### src/rtl/logic_result_wb_buffer_if.sv
`default_nettype none
// ============================================================================
// Module      : logic_result_wb_buffer_if
// Description : Producer-side and register-file-side handshake bundle for the
//               logic-result writeback buffer.
// Revision    : 1.0 - initial release
// ============================================================================
interface logic_result_wb_buffer_if #(
  parameter int WL = 32,
  parameter int SL = 5,
  parameter int RL = 5
);
  logic          in_valid;
  logic          in_ready;
  logic [WL-1:0] in_result;
  logic [SL-1:0] in_select;
  logic [RL-1:0] in_rd;
  logic          out_valid;
  logic          out_ready;
  logic [WL-1:0] out_result;
  logic [RL-1:0] out_rd;
  logic          out_zero;
  logic          out_neg;

  modport master (
    output in_valid, in_result, in_select, in_rd, out_ready,
    input  in_ready, out_valid, out_result, out_rd, out_zero, out_neg
  );

  modport slave (
    input  in_valid, in_result, in_select, in_rd, out_ready,
    output in_ready, out_valid, out_result, out_rd, out_zero, out_neg
  );
endinterface
`default_nettype wire

### src/rtl/logic_result_wb_buffer.sv
`default_nettype none
// ============================================================================
// Module      : logic_result_wb_buffer
// Description : Show-ahead FIFO between the logic unit and the register-file
//               write port; stores result, destination and status flags.
// Revision    : 1.0 - initial release
// ============================================================================
module logic_result_wb_buffer #(
  parameter int WL    = 32,
  parameter int SL    = 5,
  parameter int RL    = 5,
  parameter int DEPTH = 4,
  parameter int CW    = 3
) (
  input  logic                           clk,
  input  logic                           rst,
  input  logic                           flush,
  logic_result_wb_buffer_if.slave        bus,
  output logic [CW-1:0]                  count,
  output logic                           full,
  output logic                           empty
);

  localparam int              PW         = $clog2(DEPTH);
  localparam logic [SL-2:0]   C_SEL_SLT  = (SL-1)'(12);

  logic [WL-1:0]    r_mem_result [DEPTH];
  logic [RL-1:0]    r_mem_rd     [DEPTH];
  logic [DEPTH-1:0] r_mem_zero;
  logic [DEPTH-1:0] r_mem_neg;

  logic [PW-1:0]    r_wr_ptr;
  logic [PW-1:0]    r_rd_ptr;
  logic [CW-1:0]    r_count;

  logic             w_in_ready;
  logic             w_push;
  logic             w_pop;
  logic             w_zero;
  logic             w_neg;

  assign full       = (r_count == CW'(DEPTH));
  assign empty      = (r_count == '0);
  assign count      = r_count;

  assign w_in_ready = !full && !flush;
  // A handshake to r0 completes but is never stored.
  assign w_push     = bus.in_valid && w_in_ready && (bus.in_rd != '0);
  assign w_pop      = !empty && bus.out_ready && !flush;

  // slt produces a boolean, so its MSB is never a sign.
  assign w_zero     = (bus.in_result == '0);
  assign w_neg      = bus.in_result[WL-1] && (bus.in_select[SL-2:0] != C_SEL_SLT);

  always_ff @(posedge clk or posedge rst) begin
    if (rst) begin
      r_wr_ptr <= '0;
      r_rd_ptr <= '0;
      r_count  <= '0;
    end else if (flush) begin
      r_wr_ptr <= '0;
      r_rd_ptr <= '0;
      r_count  <= '0;
    end else begin
      if (w_push) begin
        r_wr_ptr <= r_wr_ptr + PW'(1);
      end
      if (w_pop) begin
        r_rd_ptr <= r_rd_ptr + PW'(1);
      end
      if (w_push && !w_pop) begin
        r_count <= r_count + CW'(1);
      end else if (w_pop && !w_push) begin
        r_count <= r_count - CW'(1);
      end
    end
  end

  always_ff @(posedge clk) begin
    if (w_push) begin
      r_mem_result[r_wr_ptr] <= bus.in_result;
      r_mem_rd[r_wr_ptr]     <= bus.in_rd;
      r_mem_zero[r_wr_ptr]   <= w_zero;
      r_mem_neg[r_wr_ptr]    <= w_neg;
    end
  end

  // Head outputs are masked to zero whenever nothing is buffered.
  assign bus.in_ready   = w_in_ready;
  assign bus.out_valid  = !empty;
  assign bus.out_result = empty ? '0   : r_mem_result[r_rd_ptr];
  assign bus.out_rd     = empty ? '0   : r_mem_rd[r_rd_ptr];
  assign bus.out_zero   = empty ? 1'b0 : r_mem_zero[r_rd_ptr];
  assign bus.out_neg    = empty ? 1'b0 : r_mem_neg[r_rd_ptr];

endmodule
`default_nettype wire

### src/flat_wrapper.sv
// flat-port wrapper written by rule: the top's interface ports become plain ports
module logic_result_wb_buffer_flat 
#(
  parameter int WL    = 32,
  parameter int SL    = 5,
  parameter int RL    = 5,
  parameter int DEPTH = 4,
  parameter int CW    = 3
)
  (clk, rst, flush, count, full, empty, bus_in_valid, bus_in_result, bus_in_select, bus_in_rd, bus_out_ready, bus_in_ready, bus_out_valid, bus_out_result, bus_out_rd, bus_out_zero, bus_out_neg);
  logic_result_wb_buffer_if #(.WL(WL), .SL(SL), .RL(RL)) bus_i ();
  input  logic clk;
  input  logic rst;
  input  logic flush;
  output logic [CW-1:0] count;
  output logic full;
  output logic empty;
  input wire logic [$bits(bus_i.in_valid)-1:0] bus_in_valid;
  input wire logic [$bits(bus_i.in_result)-1:0] bus_in_result;
  input wire logic [$bits(bus_i.in_select)-1:0] bus_in_select;
  input wire logic [$bits(bus_i.in_rd)-1:0] bus_in_rd;
  input wire logic [$bits(bus_i.out_ready)-1:0] bus_out_ready;
  output wire logic [$bits(bus_i.in_ready)-1:0] bus_in_ready;
  output wire logic [$bits(bus_i.out_valid)-1:0] bus_out_valid;
  output wire logic [$bits(bus_i.out_result)-1:0] bus_out_result;
  output wire logic [$bits(bus_i.out_rd)-1:0] bus_out_rd;
  output wire logic [$bits(bus_i.out_zero)-1:0] bus_out_zero;
  output wire logic [$bits(bus_i.out_neg)-1:0] bus_out_neg;
  assign bus_i.in_valid = bus_in_valid;
  assign bus_i.in_result = bus_in_result;
  assign bus_i.in_select = bus_in_select;
  assign bus_i.in_rd = bus_in_rd;
  assign bus_i.out_ready = bus_out_ready;
  assign bus_in_ready = bus_i.in_ready;
  assign bus_out_valid = bus_i.out_valid;
  assign bus_out_result = bus_i.out_result;
  assign bus_out_rd = bus_i.out_rd;
  assign bus_out_zero = bus_i.out_zero;
  assign bus_out_neg = bus_i.out_neg;
  logic_result_wb_buffer #(.WL(WL), .SL(SL), .RL(RL), .DEPTH(DEPTH), .CW(CW)) u_core (.clk(clk), .rst(rst), .flush(flush), .bus(bus_i), .count(count), .full(full), .empty(empty));
endmodule
### config.mk
export PLATFORM = sky130hd
export DESIGN_NAME = logic_result_wb_buffer_flat
export DESIGN_NICKNAME = d
export VERILOG_FILES = /design/src/rtl/logic_result_wb_buffer_if.sv /design/src/rtl/logic_result_wb_buffer.sv /design/src/flat_wrapper.sv
export SDC_FILE = /design/constraint.sdc
export NUM_CORES = 1
export LEC_CHECK = 0
export ABC_AREA = 1
export CAP_MARGIN = 5
export CORE_AREA = 2 2 106 108
export DETAILED_ROUTE_END_ITERATION = 16
export DIE_AREA = 0 0 108 110
export DONT_BUFFER_PORTS = 1
export PLACE_DENSITY = 0.78
export SLEW_MARGIN = 20
export SYNTH_ARGS = -nofsm -noshare
export SYNTH_HDL_FRONTEND = slang
export SYNTH_SLANG_ARGS = --single-unit
### constraint.sdc
create_clock -name clk -period 3.4 [get_ports clk]
set_input_delay 1.02 -clock clk [delete_from_list [all_inputs] [get_ports clk]]
set_output_delay 1.02 -clock clk [all_outputs]
set_load 0.005 [all_outputs]
==> impl_metrics.py, run 1 <==
metrics = {
    "critical_path": {
        "startpoint": "u_core.r_rd_ptr[1]$_DFFE_PP0P_",
        "startpoint_type": "flip-flop",
        "rr_worst_depth": 7,
        "critPathCaptureType": "output pin",
        "cp_max_fo": 23,
        "r2r-end": "u_core.r_mem_result[3][12]$_DFFE_PP_",
        "critPathRequiredTime_ns": 2.38,
        "path_class": "flip-flop to output pin",
        "cp.arrival_ns": 2.07,
        "regToRegSetupSlack_ns": 1.47,
        "r2r-start": "u_core.count[0]$_DFFE_PP0P_",
        "crit_path_end": "bus_out_zero",
    },
    "global_routing": {
        "grt_first_pass_wirelength_um": 19700,
        "gr-total-overflow": 0,
        "grt_max_degree": 80,
        "grt_pass1_vias": 3977,
        "grt_usage": 0.227,
        "antenna_found_initial": 0,
    },
    "yosys": {
        "syn-instance-count": 544,
        "async_flop_share": 0.0429,
        "synth_compound_area_frac": 0.0955,
        "synth_seq_cells": 163,
        "ys.flop_type": "edfxtp_1",
        "syn-cell-area_um2": 6660,
        "synth_warnings": 0,
        "ys_seq_area_frac": 0.730,
        "syn_avg_cell_area_um2": 12.2,
        "syn_nets": 596,
        "synthAdderAreaFrac": 0.0105,
        "synthSimpleGateAreaFrac": 0.128,
        "yosysUniqueCellTypes": 29,
        "synth_enable_flop_cells": 156,
        "synthMuxAreaShare": 0,
        "synth_top_family_by_area": "simple AND/OR/NAND/NOR gates",
        "synth_xor_xnor_area_share": 0.00132,
    },
    "detailed_routing": {
        "totalWireLength_um": 12800,
        "detail_route.wl_per_cell_um": 18.3,
        "remaining_drc_errors": 0,
        "viasPerCell": 5.75,
        "ant_nets": 0,
        "num_vias": 4025,
        "drt-pass1-iter-count": 5,
        "drt-initial-drc-count": 202,
    },
    "floorplan": {
        "initial_core_util": 0.622,
        "rows": 38,
        "dieWidth_um": 108,
        "dieArea_um2": 11900,
        "core_um2": 10700,
        "die_height_um": 110,
        "io_pins": 93,
    },
    "power": {
        "p_leak_nw": 2.53,
        "p_int_w": 0.00358,
        "swShare": 0.316,
        "powerDensity_nw_per_um2": 707,
        "p_clk_frac": 0.327,
        "p_switching_w": 0.00165,
        "ir_drop_v": 0.000424,
        "power_frac_comb": 0.212,
        "p_seq_frac": 0.460,
    },
    "layout": {
        "layout-drive-gt1-share": 0.116,
        "final_common_cell": "nor2_1",
        "stdcell_area_um2": 7390,
        "diodes": 0,
        "syn2layout_area_growth_pct": 11.0,
        "nets": 599,
        "final_cell_mix": "nor2_1 (161), edfxtp_1 (156), o21ai_0 (68)",
    },
    "placed_design": {
        "place_hpwl_um": 7290,
        "port_buffers": 0,
        "place_area_um2": 6860,
        "gp_congestion": 0.785,
    },
    "worst_hold_path": {
        "hold_class": "input pin to async pin",
    },
    "timing": {
        "period_share": 0.910,
        "finalSetupViolCount": 0,
        "fmax_ghz": 0.323,
        "rsz0062_at_grt": "no",
        "min_period_ns": 3.09,
        "hold_viol": 0,
        "finClkSkew_ns": 0.0107,
        "worst_slew_pin_slew_ns": 0.705,
        "hold_slack_ns": 0.313,
        "relSlewSlack": 0.530,
        "maxSlewViolCount": 0,
    },
    "clock_network": {
        "cts_buffer_depth": 2,
        "postCtsHoldBufs": 0,
        "tritoncts": "built",
        "clkLatencyLatePin_ns": 0.53,
        "cts_sinks": 163,
        "post_cts_buffers": 0,
        "h-tree-depth": 4,
        "numCtsBuffers": 17,
        "post_cts_resized": 0,
        "cts-root-buf": "clkbuf_8",
        "path_clk_slew_ns": 0.07,
    },
    "flow_run": {
        "cap_violations": 0,
    },
    "status": {
        "status": "completed",
    },
}
[power groups by stage]
stage / clock network [W] / logic, W / registers [W]
2_1_floorplan: 0 / 0.000849 / 0.00243
3_3_place_gp: 0 / 0.00109 / 0.00244
3_5_place_dp: 0 / 0.00112 / 0.00245
4_1_cts: 0.00173 / 0.00113 / 0.00241
5_1_grt: 0.00181 / 0.00125 / 0.00242
6_report: 0.00171 / 0.00111 / 0.00241
[registers in the layout, indices dropped and copies added, names as in the netlist]
name,flops
u_core.count,3
u_core.r_mem_result,128
u_core.r_mem_zero,4
u_core.r_mem_rd,20
u_core.r_rd_ptr,2
u_core.r_wr_ptr,2
u_core.r_mem_neg,4
[metal layers]
layer,wire [µm],up-vias,global-route usage
met2,6360,162,0.383
met5,0,-,0
li1,-,1917,-
met3,1150,22,0.0741
met1,5070,1924,0.269
met4,240,0,0.101
[worst min-delay path by stage]
stage                                      to  slack, ns  depth (start not counted)
2_1_floorplan     u_core.count[0]$_DFFE_PP0P_       0.52                          1
5_1_grt        u_core.r_wr_ptr[1]$_DFFE_PP0P_       0.31                          1
6_report       u_core.r_wr_ptr[0]$_DFFE_PP0P_       0.31                          1
3_3_place_gp      u_core.count[0]$_DFFE_PP0P_       0.55                          1
4_1_cts        u_core.r_wr_ptr[0]$_DFFE_PP0P_       0.31                          1
3_5_place_dp      u_core.count[0]$_DFFE_PP0P_       0.55                          1
[metrics by stage]
stage | total power, W | utilization | TNS [ns] | instances | setup slack [ns]
2_1_floorplan | 0.00327 | - | -28.95 | 544 | -0.186
3_3_place_gp | 0.00353 | 0.641 | 0 | 668 | 0.826
3_5_place_dp | 0.00357 | 0.641 | 0 | 668 | 0.813
4_1_cts | 0.00526 | 0.691 | 0 | 700 | 0.290
5_1_grt | 0.00547 | 0.691 | 0 | 700 | 0.168
6_report | 0.00523 | 0.691 | 0 | 700 | 0.306
[cell families after synthesis]
group                    Yosys count
XOR/XNOR                           1
AO/OA/AOI/OAI                    126
flip-flops                       163
buffers and inverters             49
adder cells (fa/ha/maj)            5
AND/OR/NAND/NOR                  200
[synthesized netlist by cell type (2+ instances only)]
| master | count | area (µm²) |
|---|---|---|
| edfxtp_1 | 156 | 4680 |
| nand2_1 | 12 | 45.0 |
| inv_2 | 2 | 7.51 |
| o21ai_0 | 68 | 340 |
| nand2_4 | 3 | 33.8 |
| nand3_1 | 3 | 15.0 |
| nor4_1 | 8 | 50.1 |
| o21ai_1 | 15 | 75.1 |
| buf_4 | 3 | 22.5 |
| buf_2 | 13 | 65.1 |
| nand4_1 | 2 | 12.5 |
| nor2_1 | 165 | 619 |
| inv_1 | 16 | 60.1 |
| nand2_2 | 3 | 18.8 |
| dfrtp_1 | 7 | 175 |
| a21oi_1 | 41 | 205 |
| clkbuf_1 | 12 | 45.0 |
| ha_1 | 4 | 50.1 |
[critical path: stages (launching register included)]
cell and delay (ns):
dfrtp_2 0.68, inv_1 0.11, buf_4 0.26, nor2_1 0.13, o21ai_0 0.08, a21oi_1 0.27
[layout make-up]
type	instances	area, µm²
Inverter	20	91.3
Multi-Input combinational cell	332	1590
Tap cell	140	175
Clock inverter	15	119
Clock buffer	17	414
Sequential cell	163	4860
Timing Repair Buffer	13	135
Fill cell	720	3310
Note: power is estimated with default switching activity, not from simulation.
==> inputs of run 2 (changes only) <==
--- a/config.mk
+++ b/config.mk
@@ -11,7 +11,7 @@
 export DETAILED_ROUTE_END_ITERATION = 16
 export DIE_AREA = 0 0 108 110
 export DONT_BUFFER_PORTS = 1
-export PLACE_DENSITY = 0.78
+export PLACE_DENSITY = 0.8
 export SLEW_MARGIN = 20
 export SYNTH_ARGS = -nofsm -noshare
 export SYNTH_HDL_FRONTEND = slang
==> run 2 against run 1 <==
Net effect:
- design area increased by 0.30%
- die area is the same
- utilization increased by 0.21 points
- hold slack lost 0.0079 ns
- non-clock buffer count is 1 higher
- combinational power hardly changed
- routed wire length increased by 4.6%
- via count up 0.35%
- worst setup slack better by 0.011 ns
- clock-buffer cell count up 2
- sequential share of layout area shrank 0.22 points
==> impl_metrics.py, run 2 (synthesis results as in run 1) <==
metrics = {
    "timing": {
        "maxSlewViolCount": 0,
        "rsz0062_at_grt": "no",
        "period_share": 0.907,
        "layout_setup_ws_ns": 0.316,
        "hold_viol": 0,
        "relSlewSlack": 0.534,
        "finalSetupViolCount": 0,
        "worst_slew_pin_slew_ns": 0.699,
        "finClkSkew_ns": 0.00924,
        "min_period_ns": 3.08,
        "fmax_ghz": 0.324,
        "totalNegativeSetupSlack_ns": 0,
    },
    "layout": {
        "layout-drive-gt1-share": 0.112,
        "nets": 600,
        "final_cell_mix": "nor2_1 (161), edfxtp_1 (156), o21ai_0 (68)",
        "top_register": "u_core.r_mem_result",
        "syn2layout_area_growth_pct": 11.3,
        "final_common_cell": "nor2_1",
        "diodes": 0,
        "stdcell_area_um2": 7410,
        "ff_latch_area_um2": 4860,
        "fillers": 700,
        "multiInputGateArea_um2": 1590,
        "reg_top3": "u_core.r_mem_result (128), u_core.r_mem_rd (20)",
        "largest_reg_flops": 128,
    },
    "critical_path": {
        "path_class": "flip-flop to output pin",
        "critPathRequiredTime_ns": 2.38,
        "critPathCaptureType": "output pin",
        "r2r-start": "u_core.count[0]$_DFFE_PP0P_",
        "rr_worst_depth": 7,
        "regToRegSetupSlack_ns": 1.41,
        "cp_max_fo": 79,
        "r2r-end": "u_core.r_mem_rd[0][1]$_DFFE_PP_",
        "cp.arrival_ns": 2.06,
        "startpoint_type": "flip-flop",
    },
    "floorplan": {
        "core_um2": 10700,
        "dieArea_um2": 11900,
        "rows": 38,
        "dieWidth_um": 108,
        "io_pins": 93,
        "initial_core_util": 0.622,
        "die_height_um": 110,
    },
    "power": {
        "ir_drop_v": 0.000417,
        "p_seq_frac": 0.451,
        "swShare": 0.313,
        "total_power_w": 0.00531,
        "p_int_w": 0.00365,
        "power_frac_comb": 0.215,
        "p_switching_w": 0.00166,
        "powerDensity_nw_per_um2": 716,
        "p_clk_frac": 0.334,
        "p_leak_nw": 2.53,
    },
    "clock_network": {
        "numCtsBuffers": 17,
        "clkLatencyLatePin_ns": 0.54,
        "tritoncts": "built",
        "cts_sinks": 163,
        "path_clk_slew_ns": 0.07,
        "post_cts_buffers": 0,
        "cts-root-buf": "clkbuf_8",
        "h-tree-depth": 4,
        "postCtsHoldBufs": 0,
        "post_cts_resized": 0,
        "cts_buffer_depth": 2,
    },
    "placed_design": {
        "gp_congestion": 0.786,
        "place_area_um2": 6860,
        "pre_cts_slack_ns": 0.783,
        "place_hpwl_um": 7820,
        "port_buffers": 0,
    },
    "detailed_routing": {
        "viasPerCell": 5.76,
        "totalWireLength_um": 13400,
        "drt-pass1-iter-count": 5,
        "drt-initial-drc-count": 266,
        "detail_route.wl_per_cell_um": 19.1,
        "remaining_drc_errors": 0,
        "num_vias": 4039,
        "ant_nets": 0,
    },
    "global_routing": {
        "grt_usage": 0.239,
        "gr-total-overflow": 0,
        "grt_first_pass_wirelength_um": 20800,
        "grt_max_degree": 80,
        "grt_pass1_vias": 4145,
        "antenna_found_initial": 0,
    },
    "flow_run": {
        "cap_violations": 0,
    },
    "status": {
        "status": "completed",
    },
    "worst_hold_path": {
        "hold_class": "input pin to async pin",
    },
}
## run 2: cell count changes in the layout (fill, tap and decap cells not counted), sizes merged
cell / before / now
inv: 28 / 23
clkinvlp: 1 / 4
clkbuf: 17 / 19
buf: 13 / 14
bufinv: 1 / 2
clkinv: 5 / 4
## run 2: how the worst max path moves through the flow
stage                                   startpoint                                  end  slack, ns  cells after the start
finish              u_core.r_rd_ptr[0]$_DFFE_PP0P_                   bus_out_result[29]       0.32                      3
global route        u_core.r_rd_ptr[0]$_DFFE_PP0P_                   bus_out_result[14]       0.18                      3
CTS                 u_core.r_rd_ptr[0]$_DFFE_PP0P_                   bus_out_result[29]       0.31                      3
detailed placement                           flush  u_core.r_mem_result[0][2]$_DFFE_PP_       0.78                      6
global placement                             flush      u_core.r_mem_rd[0][2]$_DFFE_PP_       0.81                      6
floorplan                                    flush        u_core.r_mem_neg[0]$_DFFE_PP_      -0.19                      5
## run 2: power groups by stage
stage	clock network, W	registers, W	logic (W)
after floorplan	0	0.00243	0.000849
after global placement	0	0.00243	0.00111
after detailed placement	0	0.00244	0.00114
after CTS	0.00178	0.00240	0.00115
after global routing	0.00184	0.00241	0.00127
final	0.00177	0.00240	0.00114
## run 2: area by class of cell
class | count | share of cell area
timing repair buffer | 14 | 0.0192
clock inverter | 13 | 0.0172
sequential | 163 | 0.656
clock buffer | 19 | 0.0569
multi-input combinational | 332 | 0.215
tap | 140 | 0.0236
inverter | 20 | 0.0123
## run 2: worst max-delay path: stages (launching register included)
cell,delay [ns]
dfrtp_2,0.44
inv_4,0.47
o21ai_0,0.23
a21oi_1,0.36
## run 2: stage by stage
stage | cells | hold slack, ns | util
2_1_floorplan | 544 | 0.521 | -
3_3_place_gp | 669 | 0.567 | 0.642
3_5_place_dp | 669 | 0.565 | 0.642
4_1_cts | 701 | 0.304 | 0.693
5_1_grt | 701 | 0.309 | 0.693
6_report | 701 | 0.305 | 0.693
## run 2: layer usage
metal	wire, µm	part of all wire	track usage
met3	1020	0.076	0.0805
met1	5490	0.41	0.282
met5	0	0	0
met2	6620	0.49	0.402
met4	294	0.022	0.105
